[src/rtl/carfield_pkg.sv]
// carfield_pkg: shared constants and domain state encoding for the power-domain sequencer
package carfield_pkg;
  localparam int unsigned NumDomains = 6;
  localparam int unsigned PeriphDomainIdx = 0;
  localparam int unsigned DomClkSettleCycles = 4;
  localparam int unsigned DomRstHoldCycles = 16;
  localparam int unsigned DomIsoTimeout = 256;
  localparam logic [NumDomains-1:0] AlwaysOnMask = NumDomains'(1) << PeriphDomainIdx;
  typedef enum logic [2:0] {
    DomOff,
    DomClkSettle,
    DomRstRel,
    DomDeiso,
    DomActive,
    DomIso,
    DomRstAssert
  } domain_state_e;
  function automatic int unsigned dom_max3(int unsigned a, int unsigned b, int unsigned c);
    int unsigned m;
    m = (a > b) ? a : b;
    return (m > c) ? m : c;
  endfunction
endpackage

[src/rtl/carfield_domain_fsm.sv]
// carfield_domain_fsm: per-domain clock/reset/isolation sequencing FSM with its own counter and timeout flag
module carfield_domain_fsm import carfield_pkg::*; #(
  parameter int unsigned ClkSettleCycles = DomClkSettleCycles,
  parameter int unsigned RstHoldCycles = DomRstHoldCycles,
  parameter int unsigned IsoTimeout = DomIsoTimeout
) (
  input  logic clk_i,
  input  logic rst_i,
  input  logic grant,
  input  logic req,
  input  logic swrst,
  input  logic ack,
  input  logic err_clr,
  output logic clk_en,
  output logic rst_n,
  output logic iso,
  output logic active,
  output logic err,
  output logic pending,
  output logic transient
);
  localparam int unsigned CntW = $clog2(dom_max3(ClkSettleCycles, RstHoldCycles, IsoTimeout) + 1);
  typedef logic [CntW-1:0] cnt_t;
  domain_state_e state_q, state_d;
  cnt_t cnt_q, cnt_d;
  logic swrst_q, swrst_d, timeout, done;
  function automatic cnt_t reload(domain_state_e s);
    return (s == DomClkSettle || s == DomRstAssert) ? cnt_t'(ClkSettleCycles) :
           (s == DomRstRel) ? cnt_t'(RstHoldCycles) :
           (s == DomDeiso || s == DomIso) ? cnt_t'(IsoTimeout) : '0;
  endfunction
  assign done = cnt_q == cnt_t'(1);
  assign cnt_d = (state_d != state_q) ? reload(state_d) : (cnt_q > cnt_t'(1)) ? cnt_q - cnt_t'(1) : cnt_q;
  assign swrst_d = (state_q == DomRstAssert && done) ? 1'b0 : swrst_q | (state_q == DomActive && swrst);
  assign pending = (state_d == DomOff && req) || (state_d == DomActive && (!req || swrst_d));
  assign transient = !(state_d inside {DomOff, DomActive});
  // Next state; a missing isolation ack past the timeout advances as if acked and flags the error
  always_comb begin
    state_d = state_q;
    timeout = 1'b0;
    case (state_q)
      DomOff:       state_d = grant ? DomClkSettle : DomOff;
      DomClkSettle: state_d = done ? DomRstRel : DomClkSettle;
      DomRstRel:    state_d = done ? DomDeiso : DomRstRel;
      DomDeiso: begin
        timeout = ack & done;
        state_d = (!ack || done) ? DomActive : DomDeiso;
      end
      DomActive:    state_d = grant ? DomIso : DomActive;
      DomIso: begin
        timeout = !ack & done;
        state_d = (ack || done) ? DomRstAssert : DomIso;
      end
      DomRstAssert: state_d = !done ? DomRstAssert : (swrst_q && req) ? DomClkSettle : DomOff;
      default:      state_d = DomOff;
    endcase
  end
  // State, counter and Moore outputs decoded from the next state so every output is a flop
  always_ff @(posedge clk_i or posedge rst_i) begin
    if (rst_i) begin
      state_q <= DomOff;
      cnt_q   <= '0;
      swrst_q <= 1'b0;
      err     <= 1'b0;
      clk_en  <= 1'b0;
      rst_n   <= 1'b0;
      iso     <= 1'b1;
      active  <= 1'b0;
    end else begin
      state_q <= state_d;
      cnt_q   <= cnt_d;
      swrst_q <= swrst_d;
      err     <= timeout | (err & ~err_clr);
      clk_en  <= state_d != DomOff;
      rst_n   <= state_d inside {DomRstRel, DomDeiso, DomActive, DomIso};
      iso     <= !(state_d inside {DomDeiso, DomActive});
      active  <= state_d == DomActive;
    end
  end
endmodule

[src/rtl/carfield_domain_seq.sv]
// carfield_domain_seq: serialises power transitions of the Carfield subdomains, one domain at a time
module carfield_domain_seq #(
  parameter int unsigned NumDomains = carfield_pkg::NumDomains,
  parameter int unsigned ClkSettleCycles = carfield_pkg::DomClkSettleCycles,
  parameter int unsigned RstHoldCycles = carfield_pkg::DomRstHoldCycles,
  parameter int unsigned IsoTimeout = carfield_pkg::DomIsoTimeout,
  parameter logic [NumDomains-1:0] AlwaysOnMask = carfield_pkg::AlwaysOnMask
) (
  input  logic                  clk_i,
  input  logic                  rst_i,
  input  logic [NumDomains-1:0] domain_en_i,
  input  logic [NumDomains-1:0] domain_swrst_i,
  input  logic [NumDomains-1:0] iso_ack_i,
  input  logic                  err_clr_i,
  output logic [NumDomains-1:0] domain_clk_en_o,
  output logic [NumDomains-1:0] domain_rst_no,
  output logic [NumDomains-1:0] domain_iso_o,
  output logic [NumDomains-1:0] domain_active_o,
  output logic [NumDomains-1:0] err_o,
  output logic                  busy_o
);
  logic [NumDomains-1:0] req, pending, transient, gnt_q, gnt_d;
  assign req = domain_en_i | AlwaysOnMask;
  assign gnt_d = (|transient) ? '0 : pending & (~pending + NumDomains'(1));
  // Registered one-hot grant; a granted domain already counts as busy so busy never dips between sequences
  always_ff @(posedge clk_i or posedge rst_i) begin
    if (rst_i) begin
      gnt_q  <= '0;
      busy_o <= 1'b0;
    end else begin
      gnt_q  <= gnt_d;
      busy_o <= (|transient) | (|gnt_d);
    end
  end
  for (genvar i = 0; i < NumDomains; i++) begin : g_dom
    carfield_domain_fsm #(
      .ClkSettleCycles(ClkSettleCycles),
      .RstHoldCycles(RstHoldCycles),
      .IsoTimeout(IsoTimeout)
    ) u_fsm (
      .clk_i(clk_i),
      .rst_i(rst_i),
      .grant(gnt_q[i]),
      .req(req[i]),
      .swrst(domain_swrst_i[i]),
      .ack(iso_ack_i[i]),
      .err_clr(err_clr_i),
      .clk_en(domain_clk_en_o[i]),
      .rst_n(domain_rst_no[i]),
      .iso(domain_iso_o[i]),
      .active(domain_active_o[i]),
      .err(err_o[i]),
      .pending(pending[i]),
      .transient(transient[i])
    );
  end
endmodule
[config.mk]
export PLATFORM = sky130hd
export DESIGN_NAME = carfield_domain_seq
export DESIGN_NICKNAME = d
export VERILOG_FILES = /design/src/rtl/carfield_pkg.sv /design/src/rtl/carfield_domain_fsm.sv /design/src/rtl/carfield_domain_seq.sv
export SDC_FILE = /design/constraint.sdc
export NUM_CORES = 1
export LEC_CHECK = 0
export ABC_AREA = 1
export BUFFER_PORTS_ARGS = -buffer_cell sky130_fd_sc_hd__buf_2
export CAP_MARGIN = 0
export CORE_ASPECT_RATIO = 0.6
export CORE_MARGIN = 2
export CORE_UTILIZATION = 55
export DETAILED_ROUTE_END_ITERATION = 6
export GPL_ROUTABILITY_DRIVEN = 0
export MAX_ROUTING_LAYER = met4
export PLACE_DENSITY = 0.75
export SLEW_MARGIN = 30
export SYNTH_ARGS = -nofsm -noshare
export SYNTH_HDL_FRONTEND = slang
export SYNTH_HIERARCHICAL = 1
export SYNTH_SLANG_ARGS = --single-unit
[constraint.sdc]
create_clock -name clk_i -period 2.4 [get_ports clk_i]
set_clock_uncertainty 0.05 [all_clocks]
set_input_delay 0.12 -clock clk_i [delete_from_list [all_inputs] [get_ports clk_i]]
set_output_delay 0.12 -clock clk_i [all_outputs]
set_load 0.01 [all_outputs]
* Word level (Yosys, flattened, before mapping)
Index checks and enable logic that the tools add are counted.
** Cells by class
- Reduce and logical (&&, ||, !) cells :: 130
- Muxes and demuxes :: 97
- Order comparisons :: 6
- Bitwise operators :: 34
- Add/subtract/negate cells :: 7
- Equality and inequality tests :: 84
** Operators by type and width (count)
- $mux 9 :: 30
- $pmux 3 s7 :: 6
- $eq 3x3->1 const B :: 36
- $eq 3x2->1 const B :: 24
- $eq 9x1->1 const B :: 6
- $gt 9x1->1 const B :: 6
- $sub 9x1->9 const B :: 6
- $eq 3x1->1 const B :: 12
- $logic_not 3->1 :: 12
- $mux 3 :: 12
- $reduce_bool 2->1 :: 18
- $logic_or 1x1->1 :: 35
- $mux 1 :: 30
- $logic_and 1x1->1 :: 28
- $mux 2 :: 12
- $reduce_bool 4->1 :: 6
- $logic_not 1->1 :: 23
- $and 1x1->1 :: 18
- $ne 3x3->1 :: 6
- $reduce_bool 3->1 :: 6
- $or 1x1->1 :: 13
- $pmux 1 s2 :: 6
- $reduce_or 6->1 :: 2
- $add 6x1->6 const B :: 1
- other kinds (4) :: 4
** Storage, ports and cells
- Logic and storage cells :: 408
- Bits of input ports :: 21
- Output and inout bits :: 31
- Register bits :: 115

* Depth between registers and ports, before layout
- Depth after elaboration :: 13
- Mapped depth :: 17
- Gate-level depth less buffers :: 17

* Cells and area by module
Netlist, hierarchy kept.
** Modules (own cells, without submodules)
- carfield_domain_fsm at g_dom[0].u_fsm ... :: instances 3, area an instance 1229.9 um^2, cells an instance 165, sequential area each 451.7 um^2
- carfield_domain_fsm at g_dom[1].u_fsm ... :: instances 3, area an instance 1212.4 um^2, cells an instance 166, sequential area each 451.7 um^2
- carfield_domain_seq :: instances 1, area an instance 295.3 um^2, cells an instance 31, sequential area each 175.2 um^2

* Least setup slack after synthesis
OpenSTA, ideal clock, no wires.
- Path kind :: register to register
- Start :: register g_dom[0].u_fsm.cnt_q[1]
- End :: register busy_o
- Arrival :: 1.890 ns
- Path buffers :: 0
- Stages on the path, launching flop included :: 18
- Period minus slack after synthesis :: 2.060 ns
- Setup slack :: 0.340 ns
- Cell sequence :: dfrtp_1 inv_1 ha_1 inv_1 nor2_1 nand2_1 nor2_4 nand3b_1 nand3_4 nor2_4 inv_2 nor2_4 o21ai_1 nand2_1 nor2_2 nand2_2 nor2_1 nand2_1
** Between the ends
- Elaborated cells between the ends (all ways) :: 24
- Classes of those cells :: 1 x add/sub; 2 x eq/ne; 8 x mux; 3 x bitwise; 10 x reduce/logical
** RTL lines
- start, declared :: line carfield_domain_fsm.sv:25 : cnt_t cnt_q, cnt_d;
- start signal, assigned :: line carfield_domain_fsm.sv:71 : cnt_q <= cnt_d;
- $eq 9x1->1 * :: line carfield_domain_fsm.sv:32 : assign done = cnt_q == cnt_t'(1);
- $logic_or 1x1->1, on equally long branches :: line carfield_domain_fsm.sv:52, carfield_domain_fsm.sv:47
- $mux 2 / $mux 3 (equally long branches) :: line carfield_domain_fsm.sv:52, carfield_domain_fsm.sv:47
- $pmux 3 s7 * :: line carfield_domain_fsm.sv:41 : case (state_q)
- via g_dom[0].u_fsm.state_d[0] :: line carfield_domain_fsm.sv:24 : domain_state_e state_q, state_d;
- $eq 3x3->1 / $logic_not 3->1 (equally long branches) :: line carfield_domain_fsm.sv:36 : assign transient = !(state_d inside {DomOff, DomActive});
- $reduce_bool 2->1 * :: line carfield_domain_fsm.sv:36
- $logic_not 1->1 * :: line carfield_domain_fsm.sv:36
- via transient[0] :: line carfield_domain_seq.sv:22 : logic [NumDomains-1:0] req, pending, transient, gnt_q, gnt_d;
- $reduce_or 6->1 * :: line carfield_domain_seq.sv:24, carfield_domain_seq.sv:32
- $mux 6 :: line carfield_domain_seq.sv:24 : assign gnt_d = (|transient) ? '0 : pending & (~pending + NumDomains'(1));
- $reduce_or 6->1 :: line carfield_domain_seq.sv:32 : busy_o <= (|transient) | (|gnt_d);
- $or 1x1->1 * :: line carfield_domain_seq.sv:32
- end signal, assigned :: line carfield_domain_seq.sv:32
- end, declared :: line carfield_domain_seq.sv:20 : output logic busy_o
Mark *: on every way through the listed nets, which the timed path passes. The rest lies on a longest branch.
A chain may end at the register's enable or synchronous reset.

* Worst setup path after layout
Ends and elaborated chain as after synthesis.

==> impl_summary.md <==
Run status
The run finished with clean final reports.

Timing
Subtracting the final worst setup slack from the clock period gives 2.27 ns. The upper clock frequency limit is 0.440 GHz. In the finished design, the share of the clock period the worst path needs comes to 94.7%. The hold violation total from the final report is 0. At the pin with the least slew margin, the transition time is 0.718 ns. The number of slew-limit violations in the final report is 0. The setup violation total in the final timing report is 0. Setup repair after global routing could not meet its margin everywhere. The final worst setup slack is 0.127 ns.

The worst pin sits at a relative slew slack of 52.1%.

Floorplan
The cell row count is 33. The die covers 14800 µm². The number of top-level design ports is 52. The vertical extent of the die is 95.2 µm. For this configuration, the core starts out at a cell density of 56.1%.

The core region is 13600 µm². Measured along the x axis, the die boundary spans 156 µm.

Hold path
The path class of the lowest-slack min-delay path is primary input to flip-flop.

GRT
The most heavily used metal layer in global routing is met1. Global routing used 38.4% of the available met1 tracks. Entering global routing, the biggest net connects 19 pins.

The first global-routing pass estimated 29300 µm of wire. The number of global-route vias before repair came to 6003. The met3 layer usage reported by global route is 5.59%. The total overflow left after global routing is 0. Global routing used 25.8% of the available tracks across all layers. The number of antenna violations at the first check in global routing was 0. The met2 global-route usage is 35.6%.

Final layout
The area added between synthesis and finish is 16.8%. The sequential cells in the finished layout cover a total of 2890 µm². The multi-input combinational cells in the finished layout cover a total of 4150 µm².

After routing the design area is 8900 µm². The final design utilization is 65.5%. The filler cell count in the final layout is 1134.

The net count of the finished layout is 1144. The final instance count without filler cells is 1299. The final antenna diode count is 0. Cells with a size suffix above 1 make up 24.1% of the layout.

Yosys
The most used flip-flop cell after synthesis is sky130_fd_sc_hd__dfrtp_1. The mean post-synth cell area is 7.44 µm². The number of enable-type register cells in the synthesized netlist is 0.

Synthesis inferred 115 register bits. The fraction of registers with async set or reset after synthesis is 100%. The number of different library cells used by synthesis comes to 32. The instance count of the mapped netlist is 1024. The total standard cell area after synthesis is 7620 µm². For this run, the register share of the synthesized area comes to 37.9%.

Yosys printed 6 warnings.

Run
Across the run, the number of max-cap violations was 0.

Clocking
TritonCTS built the clock tree. CTS built an H-tree with a depth of 4. The root buffer cell is sky130_fd_sc_hd__clkbuf_16. The total CTS buffers is 17. The number of clock sinks is 115. The clock passes through at most 2 buffers. The clock-pin transition on the worst setup and hold timing paths is 0.05 ns.

For the worst-skew pair, the clock arrives at the later sink with an insertion delay of 0.42 ns.

Pwr
Internal power comes to 6.36 mW. Of the total power, the share spent switching nets is 44.6%. The share of power burned in combinational logic is 49.9%.

Summed over all cells, the static leakage comes to 4.85 nW. The clock network burns 22.1% of the power. The maximum vdd drop is 0.000592 V. The overall power consumption is 11.5 mW.

Power spread over the standard cell area amounts to 1290 nW/µm². Registers are responsible for 28.0% of the overall power. The analysis attributes to net switching a power of 5.11 mW.

Worst setup path
The family with the most delay on the worst path is simple AND/OR/NAND/NOR gates. Walking the worst path, the cells encountered are inv_2, ha_1, inv_1, nor2_1, nand2_1, nor2_4, nand3b_1, nand3_4, nor2_4, inv_2, nor2_4, o21ai_1, nand2_1, nor2_4, nand2_2, nor2_1, nand2_1. The cell type with the highest occurrence count on the critical path is sky130_fd_sc_hd__nor2_4. The arrival time at the worst endpoint is 2.52 ns.

The start-to-end type of the worst setup path is flip-flop to flip-flop. Along the worst path, the maximum fanout reaches 5. The kind of end point of the critical path is a flip-flop. The standard cell with the maximum stage delay on the critical path is sky130_fd_sc_hd__dfrtp_1. The highest cell delay on the worst timing path is 0.36 ns.

The worst setup path is launched from a flip-flop. The number of buffers and inverters on the critical path is 3. STA puts the critical path data required time at 2.65 ns.

Place
The post-placement setup slack is 0.0557 ns. The HPWL after detailed placement is 13100 µm. During placement, the flow inserted port buffers numbering 50.

The post-place instance area is 8110 µm². The placed instance count is 1253.

Detailed routing
The final routed wirelength across all metal layers is 18100 µm. The DRC violations left is 0. The number of detailed-routing iterations run before antenna repair is 5.

After the first detailed-routing iteration, the DRC count stood at 508. After detailed routing, the average wire length per cell comes to 14.0 µm. The via density per instance is 5.29. The routed via count is 6874. The number of routed nets with antenna violations is 0.
[Yosys cell counts, types with 13 or more instances]
library cell	instances	area, µm²
sky130_fd_sc_hd__a21oi_1	39	195
sky130_fd_sc_hd__dfrtp_1	109	2730
sky130_fd_sc_hd__inv_1	135	507
sky130_fd_sc_hd__inv_2	48	180
sky130_fd_sc_hd__nand2_1	217	815
sky130_fd_sc_hd__nand2_2	13	81.3
sky130_fd_sc_hd__nand3_1	60	300
sky130_fd_sc_hd__nand3_2	25	250
sky130_fd_sc_hd__nand4_1	15	93.8
sky130_fd_sc_hd__nor2_1	141	529
sky130_fd_sc_hd__nor2_2	20	125
sky130_fd_sc_hd__nor2_4	15	169
sky130_fd_sc_hd__nor3_1	18	90.1
sky130_fd_sc_hd__o21ai_0	36	180
sky130_fd_sc_hd__xor2_1	33	289
[kinds of logic (layout without fill, tap and decap cells)]
kind of cell | after synthesis | count (layout) | share of synthesized area, %
and+or+nand+nor | 554 | 554 | 36.7
other | 1 | 3 | 0.0492
adders and majority gates | 12 | 12 | 1.97
buffers and inverters | 183 | 281 | 9.01
AOI/OAI and AO/OA | 126 | 126 | 10.6
xor gates and xnor gates | 33 | 33 | 3.79
DFF | 115 | 115 | 37.9
[timing repair]
| action | CTS | global route |
|---|---|---|
| endpoints found under the setup margin | 0 | 5 |
| endpoints found under the hold margin | 109 | 0 |
| resized for setup | 0 | 23 |
| hold buffers | 1 | 0 |
| buffers inserted | 0 | 13 |
[power groups by stage]
stage / clock, mW / combinational (mW) / sequential (mW)
after floorplan: 0 / 4.15 / 3.16
after global placement: 0 / 5.25 / 3.20
after detailed placement: 0 / 5.36 / 3.20
after CTS: 2.57 / 5.40 / 3.19
after global routing: 2.66 / 6.47 / 3.28
final: 2.54 / 5.73 / 3.21
[stage by stage]
step                      TNS (ns)  hold WS [ns]
final                            0        0.0191
after global routing        -0.119        0.0532
after CTS                        0        0.0143
after detailed placement         0         0.124
after global placement           0         0.119
after floorplan                  0        -0.127
[worst paths after layout]
kind,startpoint,endpoint,slack [ns],cells past startpoint
max,g_dom[0].u_fsm/cnt_q[1]$_DFFE_PP0P_,busy_o$_DFF_PP0_,0.13,17
min,domain_swrst_i[4],g_dom[4].u_fsm/swrst_q$_DFF_PP0_,0.02,3
max reg2reg,g_dom[0].u_fsm/cnt_q[1]$_DFFE_PP0P_,busy_o$_DFF_PP0_,0.13,17
min reg2reg,g_dom[5].u_fsm/err$_DFF_PP0_,g_dom[5].u_fsm/err$_DFF_PP0_,0.49,2
max in group asynchronous,rst_i,g_dom[1].u_fsm/clk_en$_DFF_PP0_,1.41,3
min in group asynchronous,rst_i,busy_o$_DFF_PP0_,0.25,3
[routing by layer]
metal | share of wire [%] | up-vias | wire length [µm]
li1 | - | 3430 | -
met2 | 41 | 284 | 7360
met1 | 50 | 3146 | 9000
met3 | 9.0 | 14 | 1630
met4 | 0.76 | 0 | 137
met5 | 0 | - | 0
[state kept, by name (all words and copies together) (netlist names)]
register / cells
g_dom.u_fsm/swrst_q: 6
g_dom.u_fsm/err: 6
g_dom.u_fsm/active: 6
g_dom.u_fsm/clk_en: 6
g_dom.u_fsm/iso: 6
g_dom.u_fsm/cnt_q: 54
gnt_q: 6
g_dom.u_fsm/rst_n: 6
busy_o: 1
g_dom.u_fsm/state_q: 18
[worst register-to-register path: cells and delay by family, from the launching register on]
kind / cells / cell delay [ns]
compound gates: 1 / 0.07
fa+ha+maj: 1 / 0.18
buf+inv: 3 / 0.21
flops: 1 / 0.36
simple gates: 12 / 1.29
[layout make-up]
type | count | share of cell area, %
Multi-Input combinational cell | 728 | 46.6
Clock buffer | 21 | 5.06
Inverter | 183 | 7.72
Tap cell | 175 | 2.46
Timing Repair Buffer | 66 | 4.19
Sequential cell | 115 | 32.4
Clock inverter | 11 | 1.52
[placed cells by master, fill, tap and decap left out, types with 17 or more instances in the layout]
cell,n
sky130_fd_sc_hd__nor2_4,19
sky130_fd_sc_hd__nor2_2,19
sky130_fd_sc_hd__inv_1,132
sky130_fd_sc_hd__clkbuf_16,17
sky130_fd_sc_hd__xor2_1,33
sky130_fd_sc_hd__nand3_1,60
sky130_fd_sc_hd__nand2_1,212
sky130_fd_sc_hd__o21ai_0,36
sky130_fd_sc_hd__a21oi_1,39
sky130_fd_sc_hd__inv_2,51
sky130_fd_sc_hd__nand3_2,21
sky130_fd_sc_hd__nor2_1,138
sky130_fd_sc_hd__nor3_1,18
sky130_fd_sc_hd__dfrtp_1,109
sky130_fd_sc_hd__nand2_2,18
sky130_fd_sc_hd__buf_2,50
(Power assumes the default switching activity.)
